===== config.mk =====
export PLATFORM = sky130hd
export DESIGN_NAME = sort_6_drain_flat
export DESIGN_NICKNAME = d
export VERILOG_FILES = /design/src/rtl/sort_pkg.sv /design/src/rtl/sort_6_drain_if.sv /design/src/rtl/sort_6_drain_check.sv /design/src/rtl/sort_6_drain.sv /design/src/flat_wrapper.sv
export SDC_FILE = /design/constraint.sdc
export NUM_CORES = 1
export LEC_CHECK = 0
export ABC_AREA = 1
export ABC_CLOCK_PERIOD_IN_PS = 2000
export BUFFER_PORTS_ARGS = -buffer_cell sky130_fd_sc_hd__buf_2
export CORE_UTILIZATION = 25
export CTS_CLUSTER_SIZE = 20
export DETAILED_ROUTE_END_ITERATION = 7
export PLACE_DENSITY = 0.52
export SLEW_MARGIN = 10
export SYNTH_ARGS = -nofsm -noshare
export SYNTH_HDL_FRONTEND = slang
export SYNTH_HIERARCHICAL = 1
export SYNTH_SLANG_ARGS = --single-unit

===== constraint.sdc =====
create_clock -name clk -period 2 [get_ports clk]
set_input_delay 0.2 -clock clk [delete_from_list [all_inputs] [get_ports clk]]
set_output_delay 0.2 -clock clk [all_outputs]
set_load 0.005 [all_outputs]

===== src/rtl/sort_pkg.sv =====
// Shared types for the 6-input sorting network and its drain stage.
package sort_pkg;

  localparam int unsigned N_LANES = 6;
  localparam int unsigned DW      = 32;

  typedef logic [DW-1:0] data_t;
  typedef logic [2:0]    lane_idx_t;

  typedef enum logic [0:0] {
    ST_IDLE  = 1'b0,
    ST_DRAIN = 1'b1
  } drain_state_e;

endpackage


===== src/rtl/sort_6_drain_if.sv =====
// Frame-in / beat-out handshake bundle for sort_6_drain.
// order_err exists only when SORT_DRAIN_CHECK_EN is defined.
interface sort_6_drain_if;
  import sort_pkg::*;

  logic      in_valid;
  logic      in_ready;
  data_t     in_data [N_LANES];
  logic      out_valid;
  logic      out_ready;
  data_t     out_data;
  lane_idx_t out_idx;
  logic      out_last;
`ifdef SORT_DRAIN_CHECK_EN
  logic      order_err;

  modport master (
    output in_valid, in_data, out_ready,
    input  in_ready, out_valid, out_data, out_idx, out_last, order_err
  );
  modport slave (
    input  in_valid, in_data, out_ready,
    output in_ready, out_valid, out_data, out_idx, out_last, order_err
  );
`else
  modport master (
    output in_valid, in_data, out_ready,
    input  in_ready, out_valid, out_data, out_idx, out_last
  );
  modport slave (
    input  in_valid, in_data, out_ready,
    output in_ready, out_valid, out_data, out_idx, out_last
  );
`endif

endinterface


===== src/rtl/sort_6_drain_check.sv =====
// Combinational adjacent-pair monotonicity check over one 6-word frame.
module sort_6_drain_check
  import sort_pkg::*;
(
  input  data_t data [N_LANES],
  output logic  unsorted
);

  always_comb begin
    unsorted = 1'b0;
    for (int unsigned i = 0; i < N_LANES - 1; i++) begin
      if (data[i] > data[i+1]) unsorted = 1'b1;
    end
  end

endmodule


===== src/rtl/sort_6_drain.sv =====
// Drain stage: captures a sorted 6-word frame and serialises it lane 0 first.
// Optional order checking enabled by SORT_DRAIN_CHECK_EN.
module sort_6_drain
  import sort_pkg::*;
(
  input  logic           clk,
  input  logic           rst_n,
  sort_6_drain_if.slave  bus
);

  localparam lane_idx_t LAST_IDX = lane_idx_t'(N_LANES - 1);

  drain_state_e state_q, state_d;
  lane_idx_t    idx_q, idx_d;
  data_t        buf_q [N_LANES];
  data_t        buf_d [N_LANES];
  logic         out_valid_q, out_valid_d;
  data_t        out_data_q, out_data_d;
  lane_idx_t    out_idx_q, out_idx_d;
  logic         out_last_q, out_last_d;

  logic         in_ready_c;
  logic         frame_acc_c;
  logic         beat_acc_c;

  // Accept a new frame while idle or on the final beat it replaces.
  assign in_ready_c  = (state_q == ST_IDLE) ||
                       ((state_q == ST_DRAIN) && (idx_q == LAST_IDX) && bus.out_ready);
  assign frame_acc_c = bus.in_valid && in_ready_c;
  assign beat_acc_c  = out_valid_q && bus.out_ready;

  always_comb begin
    state_d     = state_q;
    idx_d       = idx_q;
    buf_d       = buf_q;
    out_valid_d = out_valid_q;
    out_data_d  = out_data_q;
    out_idx_d   = out_idx_q;
    out_last_d  = out_last_q;

    if (frame_acc_c) begin
      buf_d   = bus.in_data;
      idx_d   = '0;
      state_d = ST_DRAIN;
    end else if (beat_acc_c) begin
      if (idx_q < LAST_IDX) idx_d = idx_q + lane_idx_t'(1);
      else                  state_d = ST_IDLE;
    end

    // Output registers mirror the next buffer slot so beats appear one cycle after accept.
    if (state_d == ST_DRAIN) begin
      out_valid_d = 1'b1;
      out_data_d  = buf_d[idx_d];
      out_idx_d   = idx_d;
      out_last_d  = (idx_d == LAST_IDX);
    end else begin
      out_valid_d = 1'b0;
      out_data_d  = '0;
      out_idx_d   = '0;
      out_last_d  = 1'b0;
    end
  end

  always_ff @(posedge clk or negedge rst_n) begin
    if (!rst_n) begin
      state_q     <= ST_IDLE;
      idx_q       <= '0;
      buf_q       <= '{default: '0};
      out_valid_q <= 1'b0;
      out_data_q  <= '0;
      out_idx_q   <= '0;
      out_last_q  <= 1'b0;
    end else begin
      state_q     <= state_d;
      idx_q       <= idx_d;
      buf_q       <= buf_d;
      out_valid_q <= out_valid_d;
      out_data_q  <= out_data_d;
      out_idx_q   <= out_idx_d;
      out_last_q  <= out_last_d;
    end
  end

  assign bus.in_ready  = in_ready_c;
  assign bus.out_valid = out_valid_q;
  assign bus.out_data  = out_data_q;
  assign bus.out_idx   = out_idx_q;
  assign bus.out_last  = out_last_q;

`ifdef SORT_DRAIN_CHECK_EN
  data_t in_data_c [N_LANES];
  logic  unsorted_c;
  logic  order_err_q, order_err_d;

  assign in_data_c = bus.in_data;

  sort_6_drain_check u_check (
    .data     (in_data_c),
    .unsorted (unsorted_c)
  );

  // Flag is latched per frame and dropped when the drain goes idle.
  always_comb begin
    order_err_d = order_err_q;
    if (frame_acc_c)                order_err_d = unsorted_c;
    else if (state_d == ST_IDLE)    order_err_d = 1'b0;
  end

  always_ff @(posedge clk or negedge rst_n) begin
    if (!rst_n) order_err_q <= 1'b0;
    else        order_err_q <= order_err_d;
  end

  assign bus.order_err = order_err_q;
`endif

endmodule


===== src/flat_wrapper.sv =====
// flat-port wrapper written by rule: the top's interface ports become plain ports
module sort_6_drain_flat import sort_pkg::*;
  (clk, rst_n, bus_in_valid, bus_in_data, bus_out_ready, bus_in_ready, bus_out_valid, bus_out_data, bus_out_idx, bus_out_last);
  sort_6_drain_if bus_i ();
  input  logic clk;
  input  logic rst_n;
  input wire logic [$bits(bus_i.in_valid)-1:0] bus_in_valid;
  input wire logic [$bits(bus_i.in_data)-1:0] bus_in_data;
  input wire logic [$bits(bus_i.out_ready)-1:0] bus_out_ready;
  output wire logic [$bits(bus_i.in_ready)-1:0] bus_in_ready;
  output wire logic [$bits(bus_i.out_valid)-1:0] bus_out_valid;
  output wire logic [$bits(bus_i.out_data)-1:0] bus_out_data;
  output wire logic [$bits(bus_i.out_idx)-1:0] bus_out_idx;
  output wire logic [$bits(bus_i.out_last)-1:0] bus_out_last;
  assign bus_i.in_valid = bus_in_valid;
  assign bus_i.in_data = {>>{bus_in_data}};
  assign bus_i.out_ready = bus_out_ready;
  assign bus_in_ready = bus_i.in_ready;
  assign bus_out_valid = bus_i.out_valid;
  assign bus_out_data = bus_i.out_data;
  assign bus_out_idx = bus_i.out_idx;
  assign bus_out_last = bus_i.out_last;
  sort_6_drain u_core (.clk(clk), .rst_n(rst_n), .bus(bus_i));
endmodule

==> metrics list, run 1 <==
* Width of the die: 209 microns
- The final layout contains routed wiring with a total length of 41600 microns.
- Cell breakdown of the critical path: inv_2 -> buf_4 -> buf_4 -> buf_4 -> buf_4 -> buf_4 -> nand2_4 -> nand3_4 -> inv_8 -> nor2_4 -> buf_12 -> buf_12 -> buf_12 -> nand3_2 -> nand2_1 -> nand2_1 -> inv_1
- Dividing the final minimum period by the clock period gives 104%.
- Area Growth Syn to Fin: 67.7%
* Area of the core: ~42000 sq um
- For this run, the detailed router's first-pass iteration total came to 5.
- The checks that failed: setup timing.
- The number of slew-limit violations in the final report came to 0.
* Final Critical Period: 2.08 ns
* Worst path arrival time: 2.53 ns
* Vias in the first global route: 11100
- The clock drives 232 sinks.
- In this run the clock root is driven by a sky130_fd_sc_hd__clkbuf_16.
* Final setup skew: 0.0157 ns
* Result of the run: finished, violations left
* Top post-synthesis cells by count: sky130_fd_sc_hd__nand2_1 (745), sky130_fd_sc_hd__dfrtp_1 (232), sky130_fd_sc_hd__inv_1 (162), sky130_fd_sc_hd__nand3_1 (100), sky130_fd_sc_hd__o21ai_1 (65)
- Clock transition at the registers of the reported paths: 0.06 ns
- Maximum fanout count along the critical path: 8
* Count of buffers from port buffering: 233
- Before CTS, the worst setup slack after placement is -0.223 ns.
- Global placement routability congestion: 0.836
- Yosys warning count: 6
- Setup repair after global routing could not meet its margin everywhere.
* Largest cells by area after synthesis: sky130_fd_sc_hd__dfrtp_1 (54%), sky130_fd_sc_hd__nand2_1 (26%), sky130_fd_sc_hd__inv_1 (5.7%)
* Number of synthesized flops with an enable pin: 0
- Excluding fillers, the count of instances in the completed layout stands at 2515.
- In this run the deepest clock path goes through 3 buffers.
- Of all flip-flops after synthesis, the portion carrying an async set or reset was 100%.
- Maximum clock frequency: between 0.4 and 0.5 GHz
- The share of synthesized area in the top cell type comes to 54.0%.
- Share of layout cells above drive strength 1: between 30 and 40%
- Register area share after synthesis: 54.0%
- Syn_nets: 1636
- Kind of start point of the critical path: flip-flop
- The setup path with the least slack is of type reg -> reg.
- ANT cells: 0
- Yosys cell types: 22
* Static power due to leakage: 9.63 nW
- Once placement finished, the instance area stood at 13200 sq um.
- Maximum capacitance violations: 0
* Total die area: 43800 sq um
* Clock Latency Late Sink: 0.56 ns
- Headroom to the max-slew limit: 65.9%
- Class of the worst hold path: in -> reg
- Pin placement for this block handled between 200 and 250 I/O pins.
* Pin count of the biggest net entering global routing: 54
- Hold Worst Slack: 0.0306 ns
- Required time of the worst setup path: 2.45 ns
- The initialized floorplan defines 75 standard-cell rows.
* Post-synthesis instance area: 10800 sq um
- The first routing iteration left 633 violations.
- Once layout is done, the placed cells without fillers occupy 18000 sq um.
- TritonCTS built the clock tree.
- Detailed-placement wirelength estimate: 25700 microns
- The synthesized design contains 232 register bits.
* Longest individual stage delay on the worst path: 0.37 ns
- Post-DR wirelength/cell: 16.6 microns
* Total Routing Usage GR: 18.4%
- The number of antenna violations at the first check in global routing came to 1.
* Max VDD drop: roughly 0.00072 V
- Number of nets with antenna violations after routing: 0
- The count of final hold-check violations was 0.
- Placed cell count: around 2200
- For this run, the leading register cell type out of synthesis is sky130_fd_sc_hd__dfrtp_1.
- Most frequent cell on the critical path: sky130_fd_sc_hd__buf_4
* Number of failing setup endpoints in the final timing report: 26
- Number of H-tree branching levels: 1
* Setup crit end kind: flip-flop
- After global routing the overflow that remains totals 0.
- Initial Util: 25.5%
- Number of nets in the layout: between 2000 and 2500
- Dividing total power by cell area gives a power density of around 1700 nW/um^2.
- Total DRC errors in the routed layout: 0
- Critical path's slowest cell: sky130_fd_sc_hd__dfrtp_1
* Per-instance average area after synthesis: approximately 7.5 sq um
- Reg2Reg Depth: 17
- Via count: 11100
- Summed over all failing endpoints, the final setup total negative slack is -1.23 ns.
- The cell count after synthesis came out at 1438.
* Number of cells traversed by the worst hold path: 4
* Vertical die dimension: 209 microns
* Via density per instance: roughly 4.4
* Wire length of the first global-routing pass: 62400 microns
- Slew at the pin with the worst max-slew slack: 0.512 ns
- Number of buffers created by CTS: 28
- Library cell occupying the most area in the post-synthesis netlist: sky130_fd_sc_hd__dfrtp_1
* Post-layout worst setup margin: -0.0845 ns
- Among all cell types in the netlist, the one instantiated most often is sky130_fd_sc_hd__nand2_1.
[what timing repair did]
action / CTS / global route
resized for setup: 143 / 163
pin swaps: 46 / 59
setup endpoints to repair: 33 / 45
gates cloned: 10 / 10
endpoints found under the hold margin: 232 / 0
setup buffers: 32 / 12
hold buffers: 187 / 0
[critical path, delay by kind of cell (launching register included)]
kind,cells,cell delay [ns]
flip-flops,1,0.37
buffers and inverters,11,1.22
AND/OR/NAND/NOR,6,0.38
[placed cells by master (no fill, tap or decap), types with 15 or more instances in the layout]
cell                              n
sky130_fd_sc_hd__nand2_4         15
sky130_fd_sc_hd__nand4_1         31
sky130_fd_sc_hd__o21ai_2         25
sky130_fd_sc_hd__buf_2          232
sky130_fd_sc_hd__buf_12          30
sky130_fd_sc_hd__nand2_1        604
sky130_fd_sc_hd__inv_1          160
sky130_fd_sc_hd__buf_4           88
sky130_fd_sc_hd__clkbuf_16       36
sky130_fd_sc_hd__nand2_2        127
sky130_fd_sc_hd__nand3_2         36
sky130_fd_sc_hd__nand3_1         60
sky130_fd_sc_hd__dlygate4sd3_1  187
sky130_fd_sc_hd__dfrtp_1        232
sky130_fd_sc_hd__o21ai_1         27
[power breakdown]
group,switching [W],internal (W),total (W)
sequential,0.000779,0.00693,0.00771
combinational,0.0103,0.00784,0.0182
clock,0.00208,0.00349,0.00557
total,0.0132,0.0183,0.0314
[worst paths after layout]
kind                                              from                                 to  slack, ns
min reg2reg                u_core/buf_q[126]$_DFF_PN0_        u_core/buf_q[126]$_DFF_PN0_       0.47
max                          u_core/idx_q[1]$_DFF_PN0_   u_core/bus.out_data[7]$_DFF_PN0_      -0.08
min                                    bus_in_data[38]         u_core/buf_q[38]$_DFF_PN0_       0.03
max reg2reg                  u_core/idx_q[1]$_DFF_PN0_   u_core/bus.out_data[7]$_DFF_PN0_      -0.08
max in group asynchronous                        rst_n  u_core/bus.out_data[19]$_DFF_PN0_       1.05
min in group asynchronous                        rst_n          u_core/buf_q[6]$_DFF_PN0_       0.18
[registers in the layout, indices dropped and copies added, names as in the netlist]
name                  flops
u_core/buf_q            192
u_core/bus.out_data      32
u_core/bus.out_idx        3
u_core/idx_q              3
u_core/bus.out_last       1
u_core/bus.out_valid      1
[area by class of cell]
type,instances,area [sq um]
Timing Repair Buffer,571,5020
Fill cell,4106,24100
Clock buffer,39,823
Tap cell,539,674
Inverter,165,628
Clock inverter,11,183
Sequential cell,232,5810
Multi-Input combinational cell,958,4900
[metrics by stage]
stage          util, %  power [W]
6_report          42.8     0.0314
5_1_grt           42.8     0.0339
4_1_cts           40.7     0.0297
3_5_place_dp      31.3     0.0211
3_3_place_gp      31.3     0.0209
2_1_floorplan        -     0.0154
[per-layer routing]
layer | global-route usage [%] | wire (microns) | up-vias
met2 | 29.0 | 18800 | 330
li1 | - | - | 5417
met3 | 1.93 | 1730 | 87
met4 | 6.80 | 1370 | 2
met1 | 26.1 | 19700 | 5268
met5 | 0 | 13 | -
[cell families (layout without fill, tap and decap cells)]
family	after synthesis	in the layout	synth area share, %
AND/OR/NAND/NOR	889	889	33.3
buffers and inverters	248	786	9.28
flip-flops	232	232	54.0
AO/OA/AOI/OAI	66	66	3.07
adder cells (fa/ha/maj)	2	2	0.233
XOR/XNOR	1	1	0.0815
Power figures use the tool's default switching activity.
==> run 2, diff against run 1 <==
--- a/config.mk
+++ b/config.mk
@@ -6,7 +6,7 @@
 export NUM_CORES = 1
 export LEC_CHECK = 0
 export ABC_AREA = 1
-export ABC_CLOCK_PERIOD_IN_PS = 2000
+export ABC_CLOCK_PERIOD_IN_PS = 2500
 export BUFFER_PORTS_ARGS = -buffer_cell sky130_fd_sc_hd__buf_2
 export CORE_UTILIZATION = 25
 export CTS_CLUSTER_SIZE = 20
==> constraint.sdc (replaced) <==
create_clock -name clk -period 2.5 [get_ports clk]
set_input_delay 0.25 -clock clk [delete_from_list [all_inputs] [get_ports clk]]
set_output_delay 0.25 -clock clk [all_outputs]
set_load 0.005 [all_outputs]
==> run 2 against run 1 <==
Against the previous run: the flow now finishes without violations; fmax shrank 8.1%; cell area shrank 13%; setup slack gained 0.32 ns; critical endpoint is now u_core/bus.out_data[0]$_DFF_PN0_; largest cell class unchanged.
==> metrics list, run 2 (same netlist as run 1, synthesis figures left out) <==
* Post-layout total power: 0.0207 W
- For the worst setup path, the data required time is 2.99 ns.
* Unrepaired setup endpoints after global routing: yes
* Maximum fanout count along the critical path: 28
- Of the cells placed in the final design, the portion with a size suffix greater than 1 is 17.5%.
* Total die area: approximately 44000 sq um
- The register with the most flip-flops in the layout has 192 of them.
- The count of nets left with antenna violations once routing finished came out at 0.
- After clock tree synthesis, the clock-pin slew on the worst setup and hold paths is 0.06 ns.
- After detailed routing, the average wire length per cell comes to ~16 microns.
- Category of cells accounting for the largest share of critical-path delay: simple AND/OR/NAND/NOR gates
* Headroom to the max-slew limit: around two thirds
* Area Growth Syn to Fin: 46.2%
* Total placed instance area: around 13000 sq um
* Total number of clock tree sinks: 232
* Root cell of the clock tree: sky130_fd_sc_hd__clkbuf_16
* Maximum capacitance violations: 0
- Final setup skew: 0.00626 ns
- The floorplan has 75 rows.
* Total DRC errors in the routed layout: 0
- Wire length of the first global-routing pass: between 50000 and 60000 microns
- Counting stages on the worst path, the most repeated cell is sky130_fd_sc_hd__nand2_1.
* Via density per instance: 4.28
- Number of nets in the layout: 2047
- Most frequent standard cell in the layout excluding fill and tap cells: sky130_fd_sc_hd__nand2_1
- Longest individual stage delay on the worst path: approximately 0.39 ns
- Static power due to leakage: 8.63 nW
- For this block, the initial DRC count from the detailed router was 519.
- Vias in the first global route: 10500
- After routing the design area is around 16000 sq um.
- Clock tree from TritonCTS: yes
- The path class of the tightest hold or removal check is in -> reg.
- STA classifies the critical path startpoint as a flip-flop.
* Setup crit end kind: flip-flop
- The worst register-to-register path begins at u_core/idx_q[1]$_DFF_PN0_.
* Number of pins with negative max-slew slack in the final report: 0
- In this run the vertical extent of the chip is 209 microns.
- Hold timing on the final database bottoms out at a slack of 0.0550 ns.
- Count of buffers from port buffering: 233
- After layout, the worst setup slack is 0.232 ns.
* Total congestion overflow: 0
* Via count: 10300
* CP Launch Point: u_core/idx_q[1]$_DFF_PN0_
* Initial Util: 25.5%
- Worst hold path startpoint: bus_in_data[30]
- Initial antenna violation count: 4
- The count of final hold-check violations is 0.
- Of the available clock period, the critical path in the final layout requires 90.7%.
- In this run the count of I/O pins placed on the die edge is between 200 and 250.
* Commonest cells after routing, fill and taps aside: sky130_fd_sc_hd__nand2_1 (744), sky130_fd_sc_hd__buf_2 (232), sky130_fd_sc_hd__dfrtp_1 (232)
- The largest individual stage delay along the critical path comes from the cell sky130_fd_sc_hd__dfrtp_1.
- Final Critical Period: 2.27 ns
- Number of H-tree branching levels: 1
- Static timing analysis puts the maximum clock frequency at around 0.44 GHz.
* Slew at the pin with the worst max-slew slack: 0.526 ns
- For this run, the total global-route usage over all layers was measured as ~17%.
* Detailed-placement wirelength estimate: between 20000 and 25000 microns
- Number of buffers created by CTS: 28
- Buffer levels on the longest clock path: 3
* Pin count of the biggest net entering global routing: 97
- The die is 209 microns wide.
* Worst path arrival time: approximately 2.8 ns
* Buf/Inv on CP: 5
- Area of the core: roughly 42000 sq um
- Clock Latency Late Sink: ~0.55 ns
- Crit Path Class: reg -> reg
* Total Wirelength: 37600 microns
- The flow ran to the end, and the final reports show no timing, DRC or antenna violations.
- Number of optimization iterations in the first detailed-route pass: 5
- More flip-flops sit in one register than any other, and that register is u_core/buf_q.
- Max VDD drop: roughly 0.00066 V
- Timing analysis after detailed placement gives a worst setup slack of -0.0980 ns.
- Traced cell by cell, the critical path runs through inv_1 -> ha_1 -> nand2_1 -> nand2_2 -> nand3_4 -> buf_16 -> clkinv_4 -> bufbuf_16 -> nand2_1 -> nand2_1 -> nand2_1 -> nand3_1 -> nand2_1 -> nand2_1 -> nand2_1 -> inv_1.
- Setup violations remaining at the end of the flow were counted as 0.
- Global placement routability congestion: 0.802
* Final Core Density: 37.3%
* Areal power density over the cells: 1320 nW/um^2
run 2: routing by layer:
layer  global-route usage, %  share of wire, %  up-vias
li1                        -                 -     5202
met1                    25.6                50     4802
met2                    26.5                43      252
met3                    2.21               3.8       65
met4                    5.10               2.8        2
met5                       0             0.035        -
run 2: worst min-delay path: stages:
cell                      delay (ns)
sky130_fd_sc_hd__buf_2          0.08
sky130_fd_sc_hd__nand2_1        0.04
sky130_fd_sc_hd__and2_1         0.15
sky130_fd_sc_hd__inv_1          0.05
run 2: final timing paths:
path	end	slack (ns)	depth (start not counted)
max	u_core/bus.out_data[0]$_DFF_PN0_	0.23	16
min in group asynchronous	u_core/buf_q[39]$_DFF_PN0_	0.24	2
min reg2reg	u_core/buf_q[181]$_DFF_PN0_	0.47	2
min	u_core/buf_q[30]$_DFF_PN0_	0.05	4
max reg2reg	u_core/bus.out_data[0]$_DFF_PN0_	0.23	16
max in group asynchronous	u_core/buf_q[121]$_DFF_PN0_	1.44	3
run 2: through the flow:
stage / setup TNS [ns] / instances
final: 0 / 2412
after global routing: -0.0459 / 2412
after CTS: 0 / 2406
after detailed placement: -0.397 / 2160
after global placement: -0.278 / 2160
after floorplan: 0 / 1438
run 2: final cells by class:
type                       instances  area [sq um]
timing repair buffer             464          3630
clock inverter                    10           180
antenna                            3          7.51
multi-input combinational        958          3970
clock buffer                      41           821
sequential                       232          5810
fill                            4336         26400
tap                              539           674
inverter                         165           624
run 2: repair_timing:
item / 4_1_cts / 5_1_grt
endpoints found under the hold margin: 245 / 0
pin swaps: 0 / 1
cloned: 3 / 0
setup buffers: 0 / 4
endpoints found under the setup margin: 5 / 28
hold buffers: 192 / 0
resized for setup: 3 / 7
run 2: power breakdown:
part	switching [W]	leakage [nW]	total [W]	internal, W
clock	0.00164	0.484	0.00442	0.00278
sequential	0.000529	2.79	0.00607	0.00554
combinational	0.00666	5.35	0.0102	0.00353
==> run 3, diff against run 2 <==
--- a/config.mk
+++ b/config.mk
@@ -8,12 +8,13 @@
 export ABC_AREA = 1
 export ABC_CLOCK_PERIOD_IN_PS = 2500
 export BUFFER_PORTS_ARGS = -buffer_cell sky130_fd_sc_hd__buf_2
+export CELL_PAD_IN_SITES_DETAIL_PLACEMENT = 0
+export CELL_PAD_IN_SITES_GLOBAL_PLACEMENT = 1
 export CORE_UTILIZATION = 25
 export CTS_CLUSTER_SIZE = 20
 export DETAILED_ROUTE_END_ITERATION = 7
-export PLACE_DENSITY = 0.52
+export PLACE_DENSITY = 0.64
 export SLEW_MARGIN = 10
 export SYNTH_ARGS = -nofsm -noshare
 export SYNTH_HDL_FRONTEND = slang
-export SYNTH_HIERARCHICAL = 1
 export SYNTH_SLANG_ARGS = --single-unit
==> run 3 against run 2 <==
Against the previous run: flip-flop and latch count did not move; critical path depth fell by 4; highest routed layer is now met4; critical endpoint is now u_core.bus.out_data[16]$_DFF_PN0_; setup slack improved by 0.050 ns; final cell count fell by 1.9%; critical path type unchanged; wire length fell by 3.4%; largest power group unchanged; clock power fell by 8.8%; fmax rose by 2.3%; global-route usage fell by 0.66 points; synthesized cell count fell by 1.5%.
==> metrics list, run 3 <==
* Setup tns final: 0 ns
- For the worst setup path, the data required time is around 3.0 ns.
* Total Wirelength: 36300 microns
- Pin count of the biggest net entering global routing: 134
- From left edge to right edge, the die measures 209 microns.
- The tree built by TritonCTS fans out to 232 sinks.
- Via count: 10000
- The net count of the finished layout is between 2000 and 2500.
- Once the floorplan was initialized, standard cells occupied 25.4% of the core.
- Once detailed placement completed, the half-perimeter wirelength came to 24400 microns.
- Worst setup slack for register-to-register paths: 0.28 ns
* Met2 Resource Use GR: 29.3%
- The worst path needs 2.22 ns of the cycle, external delays included.
- The most critical setup path has its startpoint at u_core.idx_q[0]$_DFF_PN0_.
- Largest register FFs: 192
* Most frequent standard cell in the layout excluding fill and tap cells: sky130_fd_sc_hd__nand2_1
- In this run the power density over the cells is 1280 nW/um^2.
* Yosys cell types: 20
- Internal Power: roughly 0.011 W
- u_core.buf_q holds more flip-flops than any other register.
- The first global-routing pass estimated 56900 microns of wire.
- Crit Path Class: reg -> reg
- Global routing used 2.72% of the available met3 tracks.
* Static power due to leakage: between 8 and 9 nW
- First DRT Iteration DRCs: 530
- The run finished with clean final reports.
- Setup crit end kind: flip-flop
- The biggest area contributor in the post-synthesis netlist is sky130_fd_sc_hd__dfrtp_1.
- CTS Hold Bufs: 174
- TritonCTS created 28 clock buffers.
- The clock network burns 20.7% of the power.
- In this run the power spent charging and discharging nets is 0.00824 W.
* Maximum clock frequency: 0.451 GHz
- VDD sags by at most 0.000620 V.
- Port buffering added 233 buffers.
- Count of final hold-check violations: 0
* Gate Count Post-Synth: 1416
* Worst path arrival time: 2.69 ns
- In this run the critical register-to-register path is launched from u_core.idx_q[0]$_DFF_PN0_.
- Proportion of synthesized flip-flops having asynchronous set or reset: 100%
- Number of optimization iterations in the first detailed-route pass: 5
* Headroom to the max-slew limit: 59.9%
* Top post-synthesis cells by count: sky130_fd_sc_hd__nand2_1 (720), sky130_fd_sc_hd__dfrtp_1 (232), sky130_fd_sc_hd__inv_1 (158), sky130_fd_sc_hd__nand3_1 (109), sky130_fd_sc_hd__o21ai_0 (63)
- The sequential cells in the finished layout cover a total of around 5800 sq um.
* Number of fill cells: between 4000 and 5000
- In this run the vertical extent of the chip is roughly 210 microns.
- Once the clock tree was built, the setup fixing pass inserted 0 buffers.
* Commonest cells after routing, fill and taps aside: sky130_fd_sc_hd__nand2_1 (720), sky130_fd_sc_hd__buf_2 (232), sky130_fd_sc_hd__dfrtp_1 (232)
* Yosys warning count: 0
- The total overflow left after global routing is 0.
* Class of the worst hold path: in -> reg
- Number of nets with antenna violations after routing: 0
- The worst hold path begins at bus_in_data[160].
- Total Routing Usage GR: about 17%
* Number of synthesized flops with an enable pin: 0
* Combinational share of power: approximately half
- Post-Layout Cell Count: 2365
* Largest cells by area after synthesis: sky130_fd_sc_hd__dfrtp_1 (54%), sky130_fd_sc_hd__nand2_1 (25%), sky130_fd_sc_hd__inv_1 (5.6%)
- Number of pins with negative max-slew slack in the final report: 0
- Maximum fanout count along the critical path: 83
- The floorplan step defined a core boundary enclosing 42000 sq um.
* Via density per instance: ~4.2
- Placed cell count: 2140
- Post-DR wirelength/cell: 15.4 microns
* Clock Latency Late Sink: 0.54 ns
* Cell Rows: 75
- The tool flagged a number of max-cap violations equal to 0.
- Counting along the longest clock path gives a buffer depth of 3.
* Global placement routability congestion: 0.813
- Counting every net in the synthesized netlist gives roughly 1600.
- Post-synthesis instance area: 10700 sq um
* Slew at the pin with the worst max-slew slack: 0.601 ns
- Final setup skew: 0.00957 ns
- The multi-input combinational cells in the finished layout cover a total of 3890 sq um.
- Vias in the first global route: 10200
* Register area share after synthesis: between 50% and 60%
- Number of H-tree branching levels: 1
- The number of gates resized after CTS was 0.
* Most used standard cell by instance count after synthesis: sky130_fd_sc_hd__nand2_1
- Relative to the synthesized area, the layout overhead comes to 42.6%.
* Number of failing setup endpoints in the final timing report: 0
- Unrepaired setup endpoints after global routing: no
* Per-instance average area after synthesis: 7.54 sq um
- Number of top-level pins: 234
* Clock transition at the registers of the reported paths: about 0.06 ns
* Met1 Usage GRT: 21.0%
- The share of total power dissipated in sequential elements is 31.1%.
- Share of layout cells above drive strength 1: 17.5%
- The final critical path takes up 88.7% of the cycle.
- In the routed design, unresolved DRC markers number 0.
- TritonCTS built the clock tree.
* Fraction of synthesized cell area taken by the top area cell type: 54.4%
- Sw Ratio: 42.4%
- Total die area: 43500 sq um
* Kind of start point of the critical path: flip-flop
- GRT busiest layer: met2
- After synthesis the netlist holds a flip-flop and latch count of 232.
- For this run, the leading register cell type out of synthesis is sky130_fd_sc_hd__dfrtp_1.
- Initial antenna violation count: 1
- Root cell of the clock tree: sky130_fd_sc_hd__clkbuf_16
run 3: cell type report:
class,instances,share of cell area (%)
Timing Repair Buffer,439,21.8
Antenna cell,1,0.0164
Multi-Input combinational cell,941,25.6
Clock buffer,43,5.58
Clock inverter,7,0.395
Tap cell,539,4.43
Inverter,163,4.03
Sequential cell,232,38.2
run 3: power groups by stage:
stage                     registers, W  logic (W)  clock network [W]
after global placement         0.00608    0.00930                  0
after floorplan                0.00598    0.00608                  0
after CTS                      0.00606    0.00963            0.00414
final                          0.00604    0.00937            0.00403
after global routing           0.00621     0.0108            0.00430
after detailed placement       0.00611    0.00937                  0
run 3: final timing paths:
| path | endpoint | depth (start not counted) |
|---|---|---|
| min in group asynchronous | u_core.buf_q[58]$_DFF_PN0_ | 2 |
| setup / recovery | u_core.bus.out_data[16]$_DFF_PN0_ | 12 |
| hold / removal | u_core.buf_q[160]$_DFF_PN0_ | 3 |
| max in group asynchronous | u_core.bus.out_data[29]$_DFF_PN0_ | 3 |
| setup reg to reg | u_core.bus.out_data[16]$_DFF_PN0_ | 12 |
| hold reg to reg | u_core.buf_q[177]$_DFF_PN0_ | 2 |
run 3: cell families (layout without fill, tap and decap cells):
kind of cell,Yosys count,after routing,share of synthesized area [%]
adder cells (fa/ha/maj),2,2,0.234
AO/OA/AOI/OAI,76,76,3.56
other,0,1,0
buffers and inverters,243,652,9.27
AND/OR/NAND/NOR,863,863,32.5
flip-flops,232,232,54.4
run 3: worst max-delay path: stages (launching register included):
cell                      delay, ns
sky130_fd_sc_hd__dfrtp_1       0.43
sky130_fd_sc_hd__ha_1          0.22
sky130_fd_sc_hd__nand2_1       0.08
sky130_fd_sc_hd__nand2_2       0.07
sky130_fd_sc_hd__nand3_4       0.15
sky130_fd_sc_hd__buf_12        0.32
sky130_fd_sc_hd__buf_4         0.28
sky130_fd_sc_hd__nand2_1       0.09
sky130_fd_sc_hd__nand2_1       0.10
sky130_fd_sc_hd__nand2_1       0.06
sky130_fd_sc_hd__nand3_1       0.12
sky130_fd_sc_hd__nand3_1       0.09
sky130_fd_sc_hd__o21ai_1       0.09
run 3: through the flow:
stage	instance area, sq um	utilization, %	power, W	hold WS [ns]	setup slack, ns
global placement	12600	29.9	0.0154	0.276	0.346
detailed placement	12600	29.9	0.0155	0.279	0.260
finish	15200	36.2	0.0194	0.0159	0.282
floorplan	10700	-	0.0121	-0.0456	0.637
global route	15200	36.2	0.0213	0.0136	0.0416
CTS	15200	36.2	0.0198	0.000657	0.244
run 3: routing by layer:
metal  vias up  wire length, microns
met5         -                     0
met4         0                  1120
met3        57                  1600
met2       250                 17600
met1      4641                 16000
li1       5085                     -
